<file path="src/rtl/dmem_pkg.sv">
// Shared types and defaults for the data-memory copy engine.
// Build option: DMEM_COPY_CSUM_EN adds the running checksum port.
package dmem_pkg;

    localparam int DMEM_ADDR_W = 10;
    localparam int DMEM_DATA_W = 32;

    typedef enum logic [2:0] {
        IDLE,
        RD,
        CAP,
        WR,
        DONE
    } state_t;

    typedef logic [DMEM_ADDR_W-1:0] addr_t;
    typedef logic [DMEM_DATA_W-1:0] data_t;

endpackage

</file>
<file path="src/rtl/dmem_copy_master.sv">
// Sequential block-copy initiator for the single-port data memory.
// Build option: DMEM_COPY_CSUM_EN adds the csum output and its adder.
module dmem_copy_master
    import dmem_pkg::*;
#(
    parameter int ADDR_W = DMEM_ADDR_W,
    parameter int DATA_W = DMEM_DATA_W
) (
    input  logic              clk,
    input  logic              rst_n,
    input  logic              start,
    input  logic [ADDR_W-1:0] src_addr,
    input  logic [ADDR_W-1:0] dst_addr,
    input  logic [ADDR_W:0]   len,
    output logic              busy,
    output logic              done,
    output logic [ADDR_W-1:0] address,
    output logic [DATA_W-1:0] writedata,
    output logic              memread,
    output logic              memwrite,
    input  logic [DATA_W-1:0] readdata
`ifdef DMEM_COPY_CSUM_EN
    ,
    output logic [DATA_W-1:0] csum
`endif
);

    localparam logic [ADDR_W:0]   LEN_ONE = 1;
    localparam logic [ADDR_W-1:0] IDX_ONE = 1;

    state_t            state_q, state_d;
    logic [ADDR_W-1:0] src_q, src_d;
    logic [ADDR_W-1:0] dst_q, dst_d;
    logic [ADDR_W-1:0] lm1_q, lm1_d;
    logic [ADDR_W-1:0] idx_q, idx_d;
    logic [ADDR_W-1:0] idx_nx;
    logic              busy_d, done_d;
    logic              rd_d, wr_d;
    logic [ADDR_W-1:0] addr_d;
    logic [DATA_W-1:0] wdata_d;

    assign idx_nx = idx_q + IDX_ONE;

    // Next state and next registered outputs, derived from the state being entered.
    always_comb begin
        state_d = state_q;
        src_d   = src_q;
        dst_d   = dst_q;
        lm1_d   = lm1_q;
        idx_d   = idx_q;
        busy_d  = 1'b0;
        done_d  = 1'b0;
        rd_d    = 1'b0;
        wr_d    = 1'b0;
        addr_d  = address;
        wdata_d = writedata;
        unique case (state_q)
            IDLE: begin
                if (start) begin
                    src_d = src_addr;
                    dst_d = dst_addr;
                    lm1_d = ADDR_W'(len - LEN_ONE);
                    idx_d = '0;
                    if (len == '0) begin
                        state_d = DONE;
                        done_d  = 1'b1;
                    end else begin
                        state_d = RD;
                        busy_d  = 1'b1;
                        rd_d    = 1'b1;
                        addr_d  = src_addr;
                    end
                end
            end
            RD: begin
                state_d = CAP;
                busy_d  = 1'b1;
            end
            CAP: begin
                state_d = WR;
                busy_d  = 1'b1;
                wr_d    = 1'b1;
                addr_d  = dst_q + idx_q;
                wdata_d = readdata;
            end
            WR: begin
                if (idx_q == lm1_q) begin
                    state_d = DONE;
                    done_d  = 1'b1;
                end else begin
                    state_d = RD;
                    idx_d   = idx_nx;
                    busy_d  = 1'b1;
                    rd_d    = 1'b1;
                    addr_d  = src_q + idx_nx;
                end
            end
            DONE: begin
                state_d = IDLE;
            end
            default: begin
                state_d = IDLE;
            end
        endcase
    end

    // State, captured request and registered memory-port outputs.
    always_ff @(posedge clk or negedge rst_n) begin
        if (!rst_n) begin
            state_q   <= IDLE;
            src_q     <= '0;
            dst_q     <= '0;
            lm1_q     <= '0;
            idx_q     <= '0;
            busy      <= 1'b0;
            done      <= 1'b0;
            memread   <= 1'b0;
            memwrite  <= 1'b0;
            address   <= '0;
            writedata <= '0;
        end else begin
            state_q   <= state_d;
            src_q     <= src_d;
            dst_q     <= dst_d;
            lm1_q     <= lm1_d;
            idx_q     <= idx_d;
            busy      <= busy_d;
            done      <= done_d;
            memread   <= rd_d;
            memwrite  <= wr_d;
            address   <= addr_d;
            writedata <= wdata_d;
        end
    end

`ifdef DMEM_COPY_CSUM_EN
    // Running sum of every word read; cleared on accept, held after done.
    always_ff @(posedge clk or negedge rst_n) begin
        if (!rst_n) begin
            csum <= '0;
        end else if (state_q == IDLE && start) begin
            csum <= '0;
        end else if (state_q == CAP) begin
            csum <= csum + readdata;
        end
    end
`endif

endmodule

</file>
<file path="config.mk">
export PLATFORM = sky130hd
export DESIGN_NAME = dmem_copy_master
export DESIGN_NICKNAME = d
export VERILOG_FILES = /design/src/rtl/dmem_pkg.sv /design/src/rtl/dmem_copy_master.sv
export SDC_FILE = /design/constraint.sdc
export NUM_CORES = 1
export LEC_CHECK = 0
export ABC_AREA = 1
export CAP_MARGIN = 10
export CORE_UTILIZATION = 31
export DETAILED_ROUTE_END_ITERATION = 8
export HOLD_SLACK_MARGIN = 0.03
export PLACE_DENSITY = 0.63
export REMOVE_ABC_BUFFERS = 1
export SLEW_MARGIN = 10
export SYNTH_ARGS = -nofsm -noshare
export SYNTH_HDL_FRONTEND = slang
export SYNTH_SLANG_ARGS = --single-unit
</file>
<file path="constraint.sdc">
create_clock -name clk -period 4.68 [get_ports clk]
set_input_delay 0.702 -clock clk [delete_from_list [all_inputs] [get_ports clk]]
set_output_delay 0.702 -clock clk [all_outputs]
set_load 0.005 [all_outputs]
</file>
==> qor.csv, run 1 <==
metric;value;unit
most used cells in the layout excluding fill and tap cells;nand2_1, clkdlybuf4s50_1, dfrtp_1, inv_1, nand3_1;
Startpoint Class;input port;
Fillers;1597;
synth unique cells;37;
FF-to-FF End;address[9];
top cell type by total area after synthesis;dfrtp_1;
main combinational cell family by area after synthesis;simple AND/OR/NAND/NOR gates;
post_cts resized;0;
core outline area;0.01537;mm2
Bufs on Longest Clock Path;2;
Routed WL;12.58;mm
Via Count;4298;
busiest grt layer;met2;
Arr. time, crit path;2990;ps
Pwr Density;656.6;mW/mm2
most common cell after layout, fill and taps aside;nand2_1;
hpwl dp;9.269;mm
Critical Path RT;4920;ps
Num CTS Buffers;9;
gr usage total;0.1657;
maxcap violations;0;
kind of end point of the critical path;flop;
Synth Area in Compound Gates;0.07301;
clk slew on worst S/H paths;70;ps
Clk Latency, worst-skew pair;350;ps
Final Setup Violations;0;
Design Area, Final;0.006514;mm2
R2R cell count;16;
met1 usage;0.2260;
top post-synthesis cells by area;dfrtp_1, nand2_1, ha_1;
final net count;837;
Reg-to-Reg Start;idx_q[1];
Rel. slew slack;0.4468;
Final Hold Vio Count;0;
GR Overflow Total;0;
area grow syn2layout;32.43;%
Port Buf Inserts;111;
peak fanout along the critical path;40;
chip height;128.0;um
largest net degree at the start of global routing;65;
Pleak;3.300;nW
final worst setup slack;1929;ps
mux share of post-synthesis cell area;0;
Final Max Tran Viols;0;
vias in the first global route;4240;
Max Clk Rate;363.5;MHz
unrepaired setup endpoints after global routing;no;
post-synthesis register bit count;89;
final period utilization;0.5878;
WL/cell;13.06;um
synth warn;0;
Peak supply drop;225.3;uV
CTS tree;built;
Die Span X;128.0;um
first-pass GRT wire length;21.00;mm
GRT met3 Usage;0.02922;
CTS Sinks;89;
initial core utilization;0.3200;
number of I/O pins;112;
routed vias/inst;4.463;
diodes inserted;0;
setup TNS;0;ps
# hold bufs at CTS;0;
Adder-Cell Fraction of Synth Area;0.06156;
post-place instance area;0.006220;mm2
Post-Synthesis Cells;640;
die footprint;0.01637;mm2
status;complete, no violations;
initial antenna violation count;0;
Synth Area in Simple Gates;0.3147;
DRT iter0 DRCs;245;
critical path type;input port to flop;
DRT Pass-1 Iters;5;
DRC;0;
Synth Area in XOR/XNOR;0.03383;
Reg2Reg Setup Slack;2010;ps
post-layout min period;2751;ps
GRT met2 Usage;0.2657;
Worst Hold Class;input port to asynchronous set/reset pin;
Max Clock Skew;7.882;ps
Clock H-tree levels;3;
remaining antenna violation count;0;
share of cells above drive strength 1;0.05851;
Cell Area, Synth;0.004918;mm2
# Post-CTS Setup Buffers;0;
Place WS;1559;ps
root buf cell;clkbuf_16;
register area share after synthesis;0.4528;
Final GP Congestion;0.8138;
share of the synthesized area in the top cell type;0.4528;
Syn Area/Cell;7.685;um2
Worst Tran Pin Value;829.8;ps
Core Rows;45;
[per-stage QoR]
stage	util	hold slack [ps]	std cells	total power [W]
floorplan	-	406.4	625	0.002688
detailed placement	0.4046	462.3	948	0.003575
global route	0.4238	494.5	963	0.004692
global placement	0.4046	459.5	948	0.003548
CTS	0.4238	478.8	963	0.004336
finish	0.4238	461.8	963	0.004277
[worst max-delay path: stages]
cell             delay, ps
clkdlybuf4s50_1        480
inv_1                   70
nor2_4                 500
inv_2                  450
nand2_1                170
inv_2                   60
nor2_4                 260
inv_2                  150
nand2_1                 90
nand2_1                 50
[metal layers]
metal | wire length (um) | vias up
met4 | 178 | 0
met5 | 0 | -
met1 | 6198 | 1990
met3 | 406 | 14
li1 | - | 2233
met2 | 5798 | 61
[kinds of logic after synthesis]
family                   count (synthesis)
AO/OA/AOI/OAI                           63
XOR/XNOR                                19
adder cells (fa/ha/maj)                 23
buffers and inverters                   78
flip-flops                              89
AND/OR/NAND/NOR                        368
[synth_stat cells]
cell type and number:
o21a_1 1, o21bai_1 3, a21oi_1 19, nor2_4 5
nand3b_1 3, inv_2 8, clkbuf_1 5, ha_1 21
o211ai_1 4, nor2_2 3, or2_1 1, buf_6 1
o21ai_1 9, nand4_1 5, o21ai_0 19, nor2_1 24
buf_4 2, nor4_4 1, nand3_1 35, nand2_2 5
inv_1 55, buf_2 6, o21ai_2 1, buf_1 1
dfrtp_1 89, o22a_1 1, xor2_1 13, nor3_1 3
nand3_2 2, or2_2 2, nand2_1 279, xnor2_1 6
a22oi_1 3, o31ai_1 1, o221ai_1 1, a21o_1 1
fa_1 2
[worst max-delay path by stage]
| stage | startpoint | end | slack, ps |
|---|---|---|---|
| floorplan | idx_q[1] | address[9] | 2430 |
| global placement | start | address[6] | 1590 |
| detailed placement | start | address[8] | 1560 |
| CTS | start | address[8] | 1930 |
| global route | idx_q[0] | address[9] | 1570 |
| finish | start | address[8] | 1930 |
[flip-flops by register name, indices dropped and copies added, names as in the netlist]
name,flops
writedata,32
address,10
lm1_q,10
busy,1
memread,1
idx_q,10
src_q,10
dst_q,10
state_q,3
done,1
memwrite,1
[report_power, final]
| group | internal (W) | total [W] | switching, W |
|---|---|---|---|
| Sequential | 0.00114 | 0.00140 | 0.000262 |
| Clock | 0.000413 | 0.000736 | 0.000323 |
| Combinational | 0.000957 | 0.00214 | 0.00119 |
| Total | 0.00251 | 0.00428 | 0.00177 |
[layout make-up]
cell class                      instances  area [um2]  share of cell area
Multi-Input combinational cell        473        2376              0.3648
Inverter                               63       236.5             0.03630
Timing Repair Buffer                  112        1116              0.1713
Sequential cell                        89        2227              0.3419
Tap cell                              211       264.0             0.04053
Clock buffer                            9       225.2             0.03458
Clock inverter                          6       68.82             0.01056
No activity file was read; power rests on OpenSTA's default activity.
==> run 2, diff against run 1 <==
- PLACE_DENSITY: 0.63 -> 0.65
- clock period: 4.68 -> 2.3 ns (I/O delays scaled with it)
==> run 2 against run 1 <==
- sequential power rose by 100%
- register-to-register slack got worse by 1900 ps
- non-clock buffer count increased by 23
- clock power rose by 100%
- cell count rose by 2.5%
- critical endpoint is now address[7]
- die area unchanged
- power rose by 120%
- final area is 6.3% higher
- combinational power grew 130%
- clock skew is essentially flat
==> qor.csv, run 2 (synthesis results as in run 1) <==
metric;value;unit
peak fanout along the critical path;4;
DRT Pass-1 Iters;5;
Via Count;4512;
final net count;860;
Place WS;-64.48;ps
status;complete, no violations;
area grow syn2layout;40.80;%
largest net degree at the start of global routing;49;
clk slew on worst S/H paths;60;ps
Final GP Congestion;0.8844;
dpl cells;967;
WL/cell;13.53;um
Startpoint Class;flop;
Num CTS Buffers;9;
Clock H-tree levels;3;
Arr. time, crit path;2480;ps
initial antenna violation count;0;
Clk Latency, worst-skew pair;350;ps
Worst Hold Class;input port to asynchronous set/reset pin;
hpwl dp;9.765;mm
most common cell after layout, fill and taps aside;nand2_1;
most used cells in the layout excluding fill and tap cells;nand2_1, clkdlybuf4s50_1, dfrtp_1, inv_1, nand3_1;
GR Overflow Total;0;
unrepaired setup endpoints after global routing;yes;
Final Hold Vio Count;0;
max reg flops;32;
diodes inserted;0;
die footprint;0.01637;mm2
DRC;0;
initial core utilization;0.3200;
FF-to-FF End;address[7];
Max Clock Skew;8.056;ps
share of cells above drive strength 1;0.1250;
non-filler cells in the finished layout;987;
Peak supply drop;527.3;uV
first-pass GRT wire length;21.12;mm
Reg-to-Reg Start;idx_q[1];
kind of end point of the critical path;flop;
Final Total Pwr;0.009374;W
Reg2Reg Setup Slack;60;ps
critical path type;flop to flop;
root buf cell;clkbuf_16;
R2R cell count;15;
Rel. slew slack;0.5731;
WHS;26.55;ps
remaining antenna violation count;0;
chip height;128.0;um
Final Max Tran Viols;0;
Top reg by flops;writedata;
Bufs on Longest Clock Path;2;
Critical Path RT;2540;ps
Worst Tran Pin Value;640.4;ps
final worst setup slack;62.55;ps
CTS tree;built;
Port Buf Inserts;111;
Core Rows;45;
Routed WL;13.35;mm
Pleak;3.475;nW
post-layout min period;2237;ps
Final Setup Violations;0;
DRT iter0 DRCs;244;
routed vias/inst;4.571;
core outline area;0.01537;mm2
vias in the first global route;4267;
maxcap violations;0;
Max Clk Rate;446.9;MHz
number of I/O pins;112;
Fillers;1543;
# hold bufs at CTS;0;
final period utilization;0.9728;
CTS Sinks;89;
gr usage total;0.1680;
Die Span X;128.0;um
Pwr Density;1354;mW/mm2
## run 2: changes by cell type in the layout (fill, tap and decap cells not counted), sizes merged
cell,previous run,this run
buf,2,25
clkinvlp,4,0
clkbuf,9,12
clkinv,0,3
inv,64,63
## run 2: routing by layer
metal  up-vias  wire, um  global-route usage
li1       2288         -                   -
met1      2115      6206              0.2251
met2        89      6377              0.2666
met3        20       500             0.03381
met4         0       267             0.06574
met5         -         0                   0
## run 2: stage by stage
step                        util  setup TNS (ps)  cell area, um2
after global routing      0.4505          -222.7            6925
after detailed placement  0.4155          -73.91            6387
after global placement    0.4155               0            6387
after floorplan                -               0            4840
final                     0.4505               0            6925
after CTS                 0.4370               0            6716
## run 2: area by class of cell
cell class                 count  area (um2)  share of cell area
multi-input combinational    473        2576              0.3720
sequential                    89        2228              0.3218
timing repair buffer         135        1321              0.1908
clock buffer                  12       246.5             0.03559
tap                          211       264.0             0.03812
clock inverter                 4       52.55            0.007588
inverter                      63       236.5             0.03415
## run 2: how the worst max path moves through the flow
stage	start	slack, ps	end
floorplan	idx_q[1]	50	address[9]
global placement	idx_q[1]	9	address[9]
detailed placement	idx_q[0]	-60	address[9]
CTS	idx_q[1]	20	address[9]
global route	idx_q[1]	-70	address[9]
finish	idx_q[1]	60	address[7]
## run 2: what timing repair did
action / CTS / global route
gates resized for setup: 4 / 38
buffers inserted: 1 / 3
cloned: 0 / 0
pin swaps: 0 / 14
endpoints found under the setup margin: 3 / 5
hold endpoints to repair: 0 / 0
## run 2: report_power, final
group	internal [W]	switching [W]	leakage, nW
clock	0.000875	0.000623	0.147
sequential	0.00231	0.000540	1.11
combinational	0.00233	0.00269	2.22
total	0.00552	0.00386	3.47
## run 2: critical path: stages, from the launching register on
cell,delay (ps)
dfrtp_1,400
ha_2,230
nand2_4,70
nor2_4,100
inv_1,70
o21ai_2,140
inv_1,90
ha_4,240
nand2_1,120
nand2_1,90
nor2_1,160
nand3b_1,110
nand3_1,120
nand3_1,80
nand2_1,70
nand2_1,50
==> run 3, diff against run 2 <==
- CORE_ASPECT_RATIO: default -> 0.8
- PLACE_DENSITY: 0.65 -> default
==> run 3 against run 2 <==
- routed wire length about the same
- critical path type unchanged
- core utilization up 0.49 points
- clock power about the same
- die area about the same
- global-route usage up 0.20 points
- clock-buffer cell count down 1
- final area up 0.40%
- largest cell class unchanged
- largest power group unchanged
- sequential power about the same
- clock skew up 0.87 ps
- maximum frequency down 0.78%
- via count down 3.1%
- critical endpoint is now address[9]
- first-iteration DRC count up 18%
==> qor.csv, run 3 (synthesis results as in run 1) <==
metric;value;unit
DRT Pass-1 Iters;4;
final period utilization;0.9804;
die footprint;0.01638;mm2
Worst Tran Pin Value;413.7;ps
clk slew on worst S/H paths;70;ps
register area;0.002228;mm2
Routed WL;13.35;mm
Arr. time, crit path;2480;ps
Clk Latency, worst-skew pair;340;ps
Max Clock Skew;8.924;ps
max reg flops;32;
Reg2Reg Setup Slack;40;ps
Port Buf Inserts;111;
number of I/O pins;112;
vias in the first global route;4213;
Clock H-tree levels;3;
DRC;0;
Pleak;3.518;nW
area grow syn2layout;41.36;%
chip height;114.7;um
Final Hold Vio Count;0;
maxcap violations;0;
kind of end point of the critical path;flop;
GR Overflow Total;0;
CTS tree;built;
Final GP Congestion;0.8506;
Final Total Pwr;0.009491;W
CP cell instances;ha_2 > nand2_4 > nor2_4 > nand4_1 > xor2_1 > inv_1 > ha_4 > a21o_1 > nor2_2 > nand3_2 > inv_1 > nand2_1 > nand3_1 > nand2_1 > nand2_1 > nand2_1;
share of cells above drive strength 1;0.1360;
CTS Sinks;89;
Die Span X;142.8;um
core outline area;0.01526;mm2
Final Max Tran Viols;0;
root buf cell;clkbuf_16;
peak fanout along the critical path;4;
diodes inserted;0;
WL/cell;13.39;um
hpwl dp;10.03;mm
most common cell type on the critical path;nand2_1;
Fillers;1545;
gr usage total;0.1701;
DRT iter0 DRCs;287;
post-layout util;0.4555;
Top reg by flops;writedata;
unrepaired setup endpoints after global routing;yes;
most used cells in the layout excluding fill and tap cells;nand2_1, clkdlybuf4s50_1, dfrtp_1, inv_1, buf_4;
Worst path slowest cell;dfrtp_1;
final net count;871;
Max Clk Rate;443.5;MHz
critical path type;flop to flop;
Final Setup Violations;0;
multi-input logic area;0.002532;mm2
first-pass GRT wire length;21.51;mm
Startpoint Class;flop;
Worst Hold Class;input port to asynchronous set/reset pin;
remaining antenna violation count;0;
routed vias/inst;4.385;
Critical Path RT;2530;ps
Bufs on Longest Clock Path;2;
Core Rows;40;
initial core utilization;0.3222;
post-layout min period;2255;ps
Num CTS Buffers;9;
Peak supply drop;533.8;uV
Pwr Density;1365;mW/mm2
most common cell after layout, fill and taps aside;nand2_1;
Via Count;4372;
largest net degree at the start of global routing;46;
CP max stage delay;410;ps
initial antenna violation count;0;
status;complete, no violations;
Rel. slew slack;0.7221;
==> run 3: layer usage <==
layer,vias up,track usage,part of all wire
met1,1974,0.2512,0.52
met5,-,0,0
met4,0,0.04301,0.011
li1,2301,-,-
met3,12,0.03011,0.043
met2,85,0.2549,0.43
==> run 3: final timing paths <==
check,startpoint,cells past startpoint,to
min reg2reg,address[2],2,address[2]
max reg2reg,idx_q[1],16,address[9]
min,rst_n,2,writedata[28]
max,idx_q[1],16,address[9]
max in group asynchronous,rst_n,3,idx_q[2]
min in group clk,address[2],2,address[2]
==> run 3: critical path, delay by kind of cell, from the launching register on <==
family	cells	cell delay [ps]
simple gates	10	730
fa+ha+maj	2	500
flops	1	410
xor+xnor	1	190
buf+inv	2	160
compound gates	1	160
==> run 3: final cells by class <==
type,instances,area share
inverters,63,0.03401
clock buffers,11,0.03491
clock inverters,5,0.009178
well taps,210,0.03779
repair buffers,146,0.1994
flip-flops and latches,89,0.3205
multi-input cells,473,0.3642
==> run 3: where the power goes <==
group	switching [W]	internal, W	leakage [nW]
combinational	0.00270	0.00241	2.27
clock	0.000633	0.000880	0.146
sequential	0.000554	0.00231	1.11
==> run 3: per-stage QoR <==
stage	area [um2]	cells	hold slack (ps)	setup WS, ps	setup TNS [ps]
2_1_floorplan	4840	625	49.41	52.12	0
3_3_place_gp	6441	975	229.9	-8.717	-8.717
3_5_place_dp	6441	975	229.7	-58.86	-63.10
4_1_cts	6783	995	434.7	0.009770	0
5_1_grt	6953	997	438.4	-123.1	-436.0
6_report	6953	997	423.9	44.99	0
==> run 3: timing repair <==
action	4_1_cts	5_1_grt
hold endpoints to repair	14	0
pin swaps	1	16
setup buffers	3	2
endpoints found under the setup margin	2	6
hold buffers	1	0
gates resized for setup	2	35
